### src/rtl/fft_frame_rx.sv
// fft_frame_rx: AXI-stream receiver for complex FFT output frames.
// Numbers the accepted beats as bins, checks that tlast lands on bin FFT_POINT-1,
// streams a per-bin magnitude with two cycles of latency, and reports each frame's peak.
// Define FFT_RX_ALPHAMAX_EN to replace |re|+|im| with max + min/2 as the magnitude.
module fft_frame_rx #(
  parameter int FFT_POINT = 8192,
  parameter int DATA_W    = 16
) (
  input  logic                         clk,
  input  logic                         rst,
  input  logic                         i_enable,
  input  logic [2*DATA_W-1:0]          s_tdata,
  input  logic                         s_tvalid,
  output logic                         s_tready,
  input  logic                         s_tlast,
  output logic                         o_valid,
  output logic [$clog2(FFT_POINT)-1:0] o_bin,
  output logic [DATA_W:0]              o_mag,
  output logic                         o_peak_valid,
  output logic [$clog2(FFT_POINT)-1:0] o_peak_bin,
  output logic [DATA_W:0]              o_peak_mag,
  output logic                         o_err_early,
  output logic                         o_err_late
);

  localparam int BIN_W = $clog2(FFT_POINT);
  localparam int MAG_W = DATA_W + 1;
  localparam logic [BIN_W-1:0] LastBin = BIN_W'(FFT_POINT - 1);
  localparam logic [BIN_W-1:0] BinOne  = BIN_W'(1);

  typedef enum logic {StRun, StResync} state_e;

  state_e           state_q, state_d;
  logic [BIN_W-1:0] cnt_q, cnt_d;

  logic accept;
  logic beat_emit, beat_first, beat_last;
  logic err_early_d, err_late_d;

  // Magnitude pipeline stage 1 registers
  logic             s1_valid;
  logic             s1_first;
  logic             s1_last;
  logic [BIN_W-1:0] s1_bin;
  logic [MAG_W-1:0] s1_abs_re, s1_abs_im;

  // Stage 2 combinational results and peak accumulator
  logic [MAG_W-1:0] mag_s2;
  logic             pk_take;
  logic [BIN_W-1:0] pk_bin_q;
  logic [MAG_W-1:0] pk_mag_q;
  logic             pub_q;

  // Absolute values of the incoming beat, computed one bit wider so that -2^(DATA_W-1) fits
  logic [DATA_W-1:0] re_in, im_in;
  logic [MAG_W-1:0]  re_ext, im_ext, abs_re, abs_im;

  assign s_tready = i_enable;
  assign accept   = s_tvalid & i_enable;

  // Magnitude of each component, computed from the sign-extended input
  always_comb begin
    re_in  = s_tdata[DATA_W-1:0];
    im_in  = s_tdata[2*DATA_W-1:DATA_W];
    re_ext = {re_in[DATA_W-1], re_in};
    im_ext = {im_in[DATA_W-1], im_in};
    abs_re = re_in[DATA_W-1] ? ({MAG_W{1'b0}} - re_ext) : re_ext;
    abs_im = im_in[DATA_W-1] ? ({MAG_W{1'b0}} - im_ext) : im_ext;
  end

  // Framing FSM: bin numbering, tlast checks and resync after a missing tlast
  always_comb begin
    state_d     = state_q;
    cnt_d       = cnt_q;
    beat_emit   = 1'b0;
    beat_first  = 1'b0;
    beat_last   = 1'b0;
    err_early_d = 1'b0;
    err_late_d  = 1'b0;
    if (accept) begin
      unique case (state_q)
        StRun: begin
          beat_emit  = 1'b1;
          beat_first = (cnt_q == '0);
          if (cnt_q == LastBin) begin
            cnt_d = '0;
            if (s_tlast) begin
              beat_last = 1'b1;
            end else begin
              err_late_d = 1'b1;
              state_d    = StResync;
            end
          end else if (s_tlast) begin
            // Short frame: the beat is still shown, but the peak is never published
            err_early_d = 1'b1;
            cnt_d       = '0;
          end else begin
            cnt_d = cnt_q + BinOne;
          end
        end
        StResync: begin
          if (s_tlast) begin
            state_d = StRun;
            cnt_d   = '0;
          end
        end
      endcase
    end
  end

  // FSM state, bin counter and registered error pulses
  always_ff @(posedge clk or posedge rst) begin
    if (rst) begin
      state_q     <= StRun;
      cnt_q       <= '0;
      o_err_early <= 1'b0;
      o_err_late  <= 1'b0;
    end else begin
      state_q     <= state_d;
      cnt_q       <= cnt_d;
      o_err_early <= err_early_d;
      o_err_late  <= err_late_d;
    end
  end

  // Stage 1: latch absolute values together with bin number and frame-edge flags
  always_ff @(posedge clk or posedge rst) begin
    if (rst) begin
      s1_valid  <= 1'b0;
      s1_first  <= 1'b0;
      s1_last   <= 1'b0;
      s1_bin    <= '0;
      s1_abs_re <= '0;
      s1_abs_im <= '0;
    end else begin
      s1_valid <= beat_emit;
      if (beat_emit) begin
        s1_first  <= beat_first;
        s1_last   <= beat_last;
        s1_bin    <= cnt_q;
        s1_abs_re <= abs_re;
        s1_abs_im <= abs_im;
      end
    end
  end

  // Stage 2 magnitude and peak-replace decision
`ifdef FFT_RX_ALPHAMAX_EN
  logic [MAG_W-1:0] mx, mn;
  always_comb begin
    mx      = (s1_abs_re > s1_abs_im) ? s1_abs_re : s1_abs_im;
    mn      = (s1_abs_re > s1_abs_im) ? s1_abs_im : s1_abs_re;
    mag_s2  = mx + (mn >> 1);
    pk_take = s1_valid & (s1_first | (mag_s2 > pk_mag_q));
  end
`else
  always_comb begin
    mag_s2  = s1_abs_re + s1_abs_im;
    // Strictly greater: on a tie the lower bin wins
    pk_take = s1_valid & (s1_first | (mag_s2 > pk_mag_q));
  end
`endif

  // Stage 2: magnitude output and peak accumulator
  always_ff @(posedge clk or posedge rst) begin
    if (rst) begin
      o_valid  <= 1'b0;
      o_bin    <= '0;
      o_mag    <= '0;
      pk_bin_q <= '0;
      pk_mag_q <= '0;
      pub_q    <= 1'b0;
    end else begin
      o_valid <= s1_valid;
      pub_q   <= s1_valid & s1_last;
      if (s1_valid) begin
        o_bin <= s1_bin;
        o_mag <= mag_s2;
      end
      if (pk_take) begin
        pk_bin_q <= s1_bin;
        pk_mag_q <= mag_s2;
      end
    end
  end

  // Stage 3: publish the peak; a following bin 0 overwrites the accumulator only after this read
  always_ff @(posedge clk or posedge rst) begin
    if (rst) begin
      o_peak_valid <= 1'b0;
      o_peak_bin   <= '0;
      o_peak_mag   <= '0;
    end else begin
      o_peak_valid <= pub_q;
      if (pub_q) begin
        o_peak_bin <= pk_bin_q;
        o_peak_mag <= pk_mag_q;
      end
    end
  end

endmodule

### config.mk
export PLATFORM = sky130hd
export DESIGN_NAME = fft_frame_rx
export DESIGN_NICKNAME = d
export VERILOG_FILES = /design/src/rtl/fft_frame_rx.sv
export SDC_FILE = /design/constraint.sdc
export NUM_CORES = 1
export LEC_CHECK = 0
export CAP_MARGIN = 25
export CORE_MARGIN = 2
export CORE_UTILIZATION = 64
export DETAILED_ROUTE_END_ITERATION = 8
export DONT_BUFFER_PORTS = 1
export GPL_TIMING_DRIVEN = 1
export PLACE_DENSITY = 0.85
export SYNTH_ARGS = -nofsm -noshare
export SYNTH_HDL_FRONTEND = slang
export SYNTH_SLANG_ARGS = --single-unit
### constraint.sdc
create_clock -name clk -period 5.75 [get_ports clk]
set_clock_uncertainty 0.15 [all_clocks]
set_input_delay 0.2875 -clock clk [delete_from_list [all_inputs] [get_ports clk]]
set_output_delay 0.2875 -clock clk [all_outputs]
set_load 0.05 [all_outputs]
==> flow_summary.yaml <==
run:
  cap_violations: 0
setup_path:
  worstPathCellList: "ha_1 -> fa_1 -> a21oi_1 -> o221ai_2 -> a31oi_1 -> mux2i_1 -> o311ai_1 -> ha_1 -> nand4_1 -> nor3_1 -> a31oi_1 -> o311ai_2 -> and2_1 -> buf_4 -> mux2_1"
  r2r-end: "pk_bin_q[10]"
  max_stage_delay_ps: 480
  rr_startpoint: "s1_abs_re[0]"
  path_max_fanout: 21
  endpoint_kind: "flop"
  worstPathRequired_ps: 5900
  slowest_stage: "and2_1"
  path_buf_inv: 1
  cp_top_family: "compound AO/OA/AOI/OAI gates"
  startpoint_type: "flop"
  arrival_ps: 5260
  reg2reg_depth: 15
  rrSetupSlack_ps: 640
  critPathLaunch: "s1_abs_re[0]"
  worstSetupPathType: "flop to flop"
die:
  start_util: 0.657
  die_h_microns: 115
  die_w_microns: 115
  num_rows: 40
  core_area_sq_mm: 0.0121
  die-area_sq_mm: 0.0133
  io_pins: 102
power_and_ir_drop:
  p_leak_uw: 0.00434
  power_frac_clock: 0.284
  netSwitchingFraction: 0.388
  p_int_uw: 2300
  p_switching_uw: 1460
  comb_power_share: 0.261
  power_density_mw_per_mm2: 414
  seqPwrFrac: 0.455
  vdd_drop_max_mv: 0.232
worst_hold_path:
  hold_path_class: "input port to flop"
  min_to: "s1_abs_re[6]"
  min_from: "s_tdata[15]"
  hold_path_depth: 3
timing:
  finalMaxSlewViolations: 0
  max_slew_margin: 0.319
  setup_viol: 0
  fmax_mhz: 196
  tns_ps: 0
  fin_crit_sh: 0.888
  finalCriticalPeriod_ps: 5110
  fin_ws_ps: 642
  hold_viol_final: 0
  rsz0062_at_grt: "no"
  max_slew.worst_pin.slew_ps: 1020
place:
  dp_slack_ps: 783
  port-buffer-count: 0
  dp_hpwl_mm: 12.3
  gp_congestion: 0.893
finish:
  drive_gt1_frac: 0.136
  antennaDiodeCount: 0
  register_area_sq_mm: 0.00398
  area_growth_syn_to_layout_pct: 14.6
  multi_input_area_sq_mm: 0.00369
  nNetsFinal: 850
  num-fill-cells: 724
grt:
  gr-total-overflow: 0
  grt_max_degree: 91
  first_global_vias: 6142
  track_usage: 0.299
  antenna_found_initial: 0
  grt_pass1_wl_mm: 30.7
logic_synthesis:
  yosysTopAreaCell: "dfrtp_1"
  synth_top_area_frac: 0.502
  ys_types: 62
  yosys-top-cells-count: "dfrtp_1 (159), nand2_1 (98), mux2_2 (57)"
  synth_edf_count: 0
  async_flop_share: 1.00
  synth_flop_cell: "dfrtp_1"
  synth_most_common_cell: "dfrtp_1"
  yosys_warnings: 0
  synth.yosys.seq_area_share: 0.502
  avgSynthCellArea_sq_um: 10.8
  syn_nets: 812
  synth_cells: 737
  synth_seq_cells: 159
  synth_area_sq_mm: 0.00793
  synth_area_leaders: "dfrtp_1 (50%), mux2_2 (8.1%), ha_1 (5.8%)"
drt:
  wl_per_cell_microns: 19.7
  dr.pass1.iters: 5
  viasPerCell: 6.14
  vias: 5874
  drc: 0
  antenna_left: 0
  drt_iter0_drc: 595
  routed_wl_mm: 18.9
clock_network:
  insertion_delay_ps: 430
  cts-resized-gates: 0
  cts_tree: "yes"
  h-tree-depth: 4
  ctsRootBufferMaster: "clkbuf_16"
  clkTransAtPathRegs_ps: 60
  cts_max_path_buffers: 2
  cts_setup_buffers: 0
  cts.sinks: 159
  cts_buffers: 17
  postCtsHoldBufs: 43
run_status:
  status: "completed"
==> power groups by stage <==
stage	combinational [uW]	sequential [uW]	clock, uW
final	981	1710	1070
after global routing	1090	1730	1130
after CTS	971	1700	1070
after detailed placement	901	1720	0
after global placement	831	1710	0
after floorplan	713	1660	0
==> flip-flops by register name, summed over array words and instances, names as in the netlist, 13 cells and up <==
| signal | flops |
|---|---|
| o_mag | 17 |
| o_peak_mag | 17 |
| pk_mag_q | 17 |
| s1_abs_im | 17 |
| s1_abs_re | 17 |
| cnt_q | 13 |
| o_bin | 13 |
| o_peak_bin | 13 |
| pk_bin_q | 13 |
| s1_bin | 13 |
==> through the flow <==
stage	utilization	total power [uW]	instances	instance area (sq um)	hold WS, ps
final	0.754	3760	956	9090	1.79
after global placement	0.666	2540	879	8040	186
after CTS	0.754	3750	956	9090	1.20
after floorplan	-	2370	737	7930	211
after global routing	0.754	3940	956	9090	26.2
after detailed placement	0.671	2620	881	8090	201
==> layout by cell type, fill, tap and decap left out, drive strengths merged, types with 3 or more instances in the layout <==
master	count
nand3b	3
a22o	3
nand2b	3
nand2	100
and3	5
or3	6
a21o	6
mux2	83
ha	37
inv	41
o31ai	8
nor3	8
buf	5
nor2	25
o311ai	4
nand3	24
xnor2	14
dfrtp	159
clkinv	6
dlygate4sd3	43
or4	4
o41ai	3
nor2b	8
nand4	6
nor4	4
a21oi	19
a31oi	3
o21ai	71
mux2i	4
and2	7
xor2	27
clkbuf	18
==> worst max-delay path by stage <==
stage	endpoint	cells past startpoint
5_1_grt	pk_bin_q[6]	15
3_5_place_dp	pk_bin_q[10]	15
3_3_place_gp	pk_bin_q[3]	15
6_report	pk_bin_q[10]	15
4_1_cts	pk_bin_q[10]	15
2_1_floorplan	cnt_q[0]	1
==> area by class of cell <==
type                       count  area share
inverter                      35      0.0150
clock inverter                14      0.0138
sequential                   159       0.438
multi-input combinational    514       0.406
tap                          168      0.0231
timing repair buffer          48      0.0559
clock buffer                  18      0.0483
==> worst reg2reg max path: cells and delay by family (launching register included) <==
family / cells / cell delay, ps
AO/OA/AOI/OAI: 6 / 1400
adder cells (fa/ha/maj): 3 / 1000
buffers and inverters: 1 / 390
flip-flops: 1 / 400
multiplexers: 2 / 640
AND/OR/NAND/NOR: 3 / 1010
==> per-layer routing <==
layer / vias up / routed length, microns / GRT usage
li1: 2665 / - / -
met1: 2935 / 7820 / 0.376
met2: 228 / 9430 / 0.503
met3: 46 / 1120 / 0.0696
met4: 0 / 514 / 0.116
met5: - / 0 / 0
==> logic make-up (layout without fill, tap and decap cells) <==
family | Yosys count | count (layout) | synth area share
buffers and inverters | 64 | 115 | 0.0327
adder cells (fa/ha/maj) | 38 | 38 | 0.0609
multiplexers | 87 | 87 | 0.123
AND/OR/NAND/NOR | 215 | 215 | 0.133
flip-flops | 159 | 159 | 0.502
XOR/XNOR | 41 | 41 | 0.0453
AO/OA/AOI/OAI | 133 | 133 | 0.104
No activity file was read; power rests on OpenSTA's default activity.
